`src/rtl/serial_add_ctrl.sv`:
```
// serial_add_ctrl
//   Bit-serial adder with its own control FSM. An accepted start captures
//   the operands. One full adder then adds them one bit per clock, LSB first,
//   over WIDTH clocks. The result is registered and a one-cycle done pulse
//   follows.
//
// Parameters
//   WIDTH  operand/result width and number of serial steps (must be >= 2)
//
// Ports
//   clk    rising-edge clock
//   rst_n  asynchronous active-low reset; clears all state and outputs
//   start  request a new addition (accepted only in IDLE)
//   abort  synchronous cancel while shifting (ignored in IDLE and DONE)
//   a, b   operands, captured on the start-accepting edge only
//   busy   high whenever the FSM is not in IDLE
//   done   one-cycle completion pulse
//   sum    result of the last completed addition
//   cout   carry-out of the last completed addition
module serial_add_ctrl #(
    parameter int WIDTH = 4
) (
    input  logic             clk,
    input  logic             rst_n,
    input  logic             start,
    input  logic             abort,
    input  logic [WIDTH-1:0] a,
    input  logic [WIDTH-1:0] b,
    output logic             busy,
    output logic             done,
    output logic [WIDTH-1:0] sum,
    output logic             cout
);

    localparam int               CNT_W = $clog2(WIDTH);
    localparam logic [CNT_W-1:0] LAST  = CNT_W'(WIDTH - 1);

    typedef enum logic [1:0] {
        IDLE  = 2'd0,
        SHIFT = 2'd1,
        DONE  = 2'd2
    } state_t;

    state_t           state;
    logic [WIDTH-1:0] a_sr;
    logic [WIDTH-1:0] b_sr;
    logic             carry;
    logic [CNT_W-1:0] count;

    logic             fa_sum;
    logic             fa_carry;
    logic [WIDTH-1:0] a_next;

    // One-bit full adder: returns {carry_out, sum}.
    function automatic logic [1:0] full_add(input logic x, input logic y, input logic ci);
        full_add = {(x & y) | (x & ci) | (y & ci), x ^ y ^ ci};
    endfunction

    // The sum bit enters at the MSB of A. After WIDTH shifts, A holds the
    // complete result and the operand bits have all been consumed.
    always_comb begin
        {fa_carry, fa_sum} = full_add(a_sr[0], b_sr[0], carry);
        a_next             = {fa_sum, a_sr[WIDTH-1:1]};
    end

    always_ff @(posedge clk or negedge rst_n) begin
        if (!rst_n) begin
            state <= IDLE;
            busy  <= 1'b0;
            done  <= 1'b0;
            a_sr  <= '0;
            b_sr  <= '0;
            carry <= 1'b0;
            count <= '0;
            sum   <= '0;
            cout  <= 1'b0;
        end else begin
            case (state)
                IDLE: begin
                    if (start) begin
                        a_sr  <= a;
                        b_sr  <= b;
                        carry <= 1'b0;
                        count <= '0;
                        state <= SHIFT;
                        busy  <= 1'b1;
                    end
                end

                SHIFT: begin
                    // abort wins over the terminal step: no result, no done
                    if (abort) begin
                        state <= IDLE;
                        busy  <= 1'b0;
                    end else begin
                        a_sr  <= a_next;
                        b_sr  <= {1'b0, b_sr[WIDTH-1:1]};
                        carry <= fa_carry;
                        count <= count + CNT_W'(1);
                        if (count == LAST) begin
                            state <= DONE;
                            done  <= 1'b1;
                            sum   <= a_next;
                            cout  <= fa_carry;
                        end
                    end
                end

                DONE: begin
                    state <= IDLE;
                    busy  <= 1'b0;
                    done  <= 1'b0;
                end

                default: begin
                    state <= IDLE;
                    busy  <= 1'b0;
                    done  <= 1'b0;
                end
            endcase
        end
    end

endmodule

```
`config.mk`:
```
export PLATFORM = sky130hd
export DESIGN_NAME = serial_add_ctrl
export DESIGN_NICKNAME = d
export VERILOG_FILES = /design/src/rtl/serial_add_ctrl.sv
export SDC_FILE = /design/constraint.sdc
export NUM_CORES = 1
export LEC_CHECK = 0
export ABC_CLOCK_PERIOD_IN_PS = 1700
export CORE_MARGIN = 2
export CORE_UTILIZATION = 50
export CTS_CLUSTER_DIAMETER = 50
export DETAILED_ROUTE_END_ITERATION = 8
export GPL_ROUTABILITY_DRIVEN = 0
export PLACE_DENSITY = 0.77
export SETUP_SLACK_MARGIN = 0.3
export SLEW_MARGIN = 20
export SYNTH_ARGS = -nofsm -noshare
export SYNTH_HDL_FRONTEND = slang
export SYNTH_SLANG_ARGS = --single-unit
```
`constraint.sdc`:
```
create_clock -name clk -period 1.7 [get_ports clk]
set_input_delay 0.17 -clock clk [delete_from_list [all_inputs] [get_ports clk]]
set_output_delay 0.17 -clock clk [all_outputs]
set_load 0.02 [all_outputs]
```
## Word-level counts from Yosys, hierarchy flattened

Cells that the tools add are included.

- Register bits after elaboration: 20
- Input bits: 12
- Output and inout port bits: 7

- Add/subtract/negate cells: 1
- Eq/ne operators: 7
- Muxes and demuxes: 22
- Bitwise gates (word level): 9
- Reduce and logical (&&, ||, !) cells: 7

Operator list:

| operator | number |
|---|---|
| $mux W4 | 4 |
| $pmux W4 S2 | 2 |
| $mux W2 | 5 |
| $reduce_and A3 Y1 | 3 |
| $ne A2 B2 Y1 const B | 4 |
| $pmux W2 S2 | 2 |
| $mux W1 | 6 |
| $pmux W1 S2 | 3 |
| $reduce_and A2 Y1 | 2 |
| $and A1 B1 Y1 | 3 |
| $ne A3 B3 Y1 const B | 1 |
| $add A2 B1 Y2 const B | 1 |
| $eq A2 B1 Y1 const B | 1 |
| $eq A2 B2 Y1 const B | 1 |
| $logic_not A2 Y1 | 1 |
| $not A1 Y1 | 2 |
| $or A1 B1 Y1 | 2 |
| $reduce_bool A2 Y1 | 1 |
| $xor A1 B1 Y1 | 2 |

## Logic depth before layout (Yosys ltp)

- Depth after elaboration: 5
- Depth in mapped cells: 4
- Depth with buffers taken out: 3

## Worst setup path after synthesis

Ideal clock, no wire load.

- Path type: reg-to-reg
- From: register a_sr[0]
- To: register a_sr[3]
- Setup time: 0.125 ns
- Arrival: 1.358 ns
- Data required time: 1.575 ns
- Slack: 0.217 ns
- Cell stages (with the launch flop): 4
- Path buffers: 0
- Clock period less this slack: 1.483 ns
- Path through: dfrtp_1 > fa_1 > mux2_4 > mux2_4

- Longest elaborated chain between the ends: 4

Ends and longest elaborated chain:

| element | RTL line | RTL |
|---|---|---|
| from (decl) | 45 | `logic [WIDTH-1:0] a_sr;` |
| from (signal assigned) | 96 | `a_sr <= a_next;` |
| $xor A1 B1 Y1 (2 in series) | 56 | `full_add = {(x & y) \| (x & ci) \| (y & ci), x ^ y ^ ci};` |
| net fa_sum | 50 | `logic fa_sum;` |
| $mux W4 | 92 | `if (abort) begin` |
| $pmux W4 S2 | 78 | `case (state)` |

The timed path passes the listed nets, and every way through them passes these cells. The select of a mux whose other input is x is not followed.
A chain may end at the register's enable or synchronous reset.

## Worst setup path after layout

Same ends and word-level chain as after synthesis.

==> run summary <==
OUTCOME
--------------------------------------------------------------------------------------
Status                                                                    complete, no violations

CELLS AND AREA
--------------------------------------------------------------------------------------
Share of post-route cells with drive strength above 1                            0.394
Final layout net count                                                             114
N_diodes                                                                             0
P&R area growth vs syn                                                           36.6%

CLOCK NETWORK
--------------------------------------------------------------------------------------
CTS Root Cell                                                                 clkbuf_4
CTS tree                                                                         built
Clock tree sinks                                                                    20
Max H-tree Level                                                                     1
Maximum clock insertion buffer count                                                 2
Hold buffer count at cts                                                             0
Number of CTS-inserted buffers                                                       3
Latest clock arrival within the worst-skew pair                                0.31 ns
Clock slew at the register clock pins of the worst setup and hold paths        0.13 ns

POWER AND IR DROP
--------------------------------------------------------------------------------------
Tot Pwr                                                                        2.22 mW
Total leakage power                                                           0.671 nW
Total power per unit cell area                                            1630 mW/mm^2
Peak supply drop                                                               1.07 mV

ROUTING
--------------------------------------------------------------------------------------
Wirelength, routed                                                             1770 um
Number of vias per cell                                                           4.90
Detailed-route wire length per cell                                            14.1 um
Violation count after the first detailed-routing iteration                           3
Detailed-route via count                                                           618
Length of the first detailed-routing pass in iterations                              4
DRC Markers                                                                          0
Count of antenna-violating nets left after detailed routing                          0

YOSYS
--------------------------------------------------------------------------------------
Sequential cell area fraction in the yosys report                                0.504
Seq cells post-synth                                                                20
Synth top cells by count                                                  dfrtp_1, mux2_4, mux2_2, nand2_1, inv_1
Main flop type after synthesis                                                 dfrtp_1
Average cell area after synthesis                                            14.6 um^2
Number of flops mapped to enable cells by yosys                                      0
Synth unique cells                                                                  21
Area contributors post-synth                                              dfrtp_1, mux2_4, mux2_2
Cell with the most instances after synthesis                                   dfrtp_1
Number of nets produced by synthesis                                                82
Summed instance area of the synthesized netlist                               993 um^2
Area share of the leading cell type in the synthesized netlist                   0.504
Cell taking the most area after synthesis                                      dfrtp_1
Syn. warnings                                                                        0
Count of mapped cells out of synthesis                                              68
Share of synthesized flip-flops with an asynchronous set or reset                 1.00

GLOBAL ROUTE
--------------------------------------------------------------------------------------
Pin count of the biggest net entering global routing                                21
Global-route wire length before repair                                         2900 um
Global route total overflow                                                          0
Via count of the first global-routing pass                                         637
Met1 Track Usage GR                                                              0.227
Initial antenna violation count                                                      0
Met2 Resource Use GR                                                             0.241
Routing layer with the top usage in global route                                  met2
Met3 capacity usage during global routing                                       0.0463
Overall routing resource usage                                                   0.164

SETUP PATH
--------------------------------------------------------------------------------------
Worst Setup End Kind                                                          register
Most frequent CP cell                                                           mux2_4
Required time at the endpoint of the critical path                             1.91 ns
Critical path's slowest cell                                                      fa_1
CP top delay family                                                       multiplexers
Path type of the worst setup path                                         register to register
CP Cell Sequence                                                          fa_1, mux2_4, mux2_4
Critical path arrival                                                          1.78 ns
Startpoint types                                                              register
Setup slack, reg-to-reg                                                        0.13 ns
Delay contributed by the slowest stage of the critical path                    0.52 ns
Count of buffering cells on the critical path with inverters included                0
Maximum fanout count along the critical path                                         2

PLACE
--------------------------------------------------------------------------------------
Placed wire-length estimate after detailed placement                           1180 um
Port Buffer Count                                                                   18
Post-Place Worst Slack                                                        0.112 ns

FLOORPLANNING
--------------------------------------------------------------------------------------
Die W                                                                          48.6 um
Floorplan die height                                                           48.6 um
Core region area                                                          0.00192 mm^2
Die ar.                                                                   0.00236 mm^2
Starting utilization of the core area                                            0.517
Number of placement rows                                                            16
IO Pins                                                                             19

STA
--------------------------------------------------------------------------------------
Final number of setup-violating endpoints                                            0
Setup repair after global routing missed its margin                                yes
Final-layout worst hold slack                                                 0.185 ns
Final setup skew                                                            0.00974 ns
Setup tns final                                                                   0 ns
Post-route clock period utilization                                              0.924
Final-report max-slew violation count                                                0
Final-report hold violation count                                                    0
Slew margin rel.                                                                 0.830
Fmax                                                                           637 MHz
Final min period                                                               1.57 ns
Slew at the pin with the worst max-slew slack                                 0.255 ns
Final worst-path setup slack                                                  0.130 ns

HOLD PATH
--------------------------------------------------------------------------------------
Path class of the lowest-slack min-delay path                             primary input to async pin

FLOW RUN
--------------------------------------------------------------------------------------
Number of maximum-capacitance constraint violations                                  0

-- per-layer routing --
layer,share of wire,vias to the layer above
met5,0,-
met4,0.011,0
met3,0.043,2
met2,0.47,11
met1,0.47,309
li1,-,296
-- placed cells by master (no fill, tap or decap), drive strengths merged, types with 2 or more instances in the layout --
cell type / synthesis / final
dfrtp: 20 / 20
mux2: 19 / 19
clkdlybuf4s50: 0 / 11
buf: 2 / 10
dlygate4sd2: 0 / 7
nand2: 5 / 5
inv: 4 / 4
clkbuf: 0 / 4
mux2i: 3 / 3
a21oi: 3 / 3
nand2b: 2 / 2
-- sequential cells by signal, indices dropped and copies added (netlist names) --
signal,flops
a_sr,4
b_sr,4
busy,1
carry,1
count,2
cout,1
done,1
state,2
sum,4
-- path summary, 6_finish.rpt --
kind                                      start              endpoint  cells after the start
max reg2reg                 a_sr[0]$_DFFE_PN0P_   a_sr[3]$_DFFE_PN0P_                      3
min                                       rst_n   b_sr[1]$_DFFE_PN0P_                      2
min in group clk           count[0]$_DFFE_PN0P_  count[0]$_DFFE_PN0P_                      1
min reg2reg                count[0]$_DFFE_PN0P_  count[0]$_DFFE_PN0P_                      1
max in group asynchronous                 rst_n  state[0]$_DFFE_PN0P_                      2
max                         a_sr[0]$_DFFE_PN0P_   a_sr[3]$_DFFE_PN0P_                      3
-- kinds of logic after synthesis --
family | Yosys count | share of synthesized area
buffers and inverters | 6 | 0.0378
muxes | 22 | 0.298
adders and majority gates | 2 | 0.0327
DFF | 20 | 0.504
and+or+nand+nor | 11 | 0.0718
AOI/OAI and AO/OA | 7 | 0.0554
-- report_power, final --
part / internal (mW) / total, mW / switching [mW] / leakage (nW)
clock network: 0.238 / 0.394 / 0.155 / 0.0279
registers: 0.670 / 0.792 / 0.122 / 0.250
logic: 0.643 / 1.03 / 0.390 / 0.394
total: 1.55 / 2.22 / 0.667 / 0.671
-- worst register-to-register path, delay by kind of cell, from the launching register on --
kind / cells / cell delay, ns
DFF: 1 / 0.42
adders and majority gates: 1 / 0.52
muxes: 2 / 0.53
-- through the flow --
| step | cells | area [um^2] | util |
|---|---|---|---|
| 3_3_place_gp | 116 | 1230 | 0.643 |
| 4_1_cts | 123 | 1310 | 0.681 |
| 5_1_grt | 126 | 1360 | 0.706 |
| 2_1_floorplan | 68 | 993 | - |
| 3_5_place_dp | 116 | 1230 | 0.643 |
| 6_report | 126 | 1360 | 0.706 |
-- what timing repair did --
item | in CTS | in global routing
endpoints found under the setup margin | 14 | 12
buffers inserted | 3 | 2
cloned | 0 | 1
pin swaps | 0 | 1
gates resized for setup | 9 | 2
-- cell type report --
cell class | count | area (um^2)
clock inverters | 1 | 30.0
repair buffers | 29 | 295
well taps | 27 | 33.8
fillers | 145 | 564
multi-input cells | 42 | 460
clock buffers | 3 | 22.5
flip-flops and latches | 20 | 500
inverters | 4 | 15.0
Note: power is estimated with default switching activity, not from simulation.
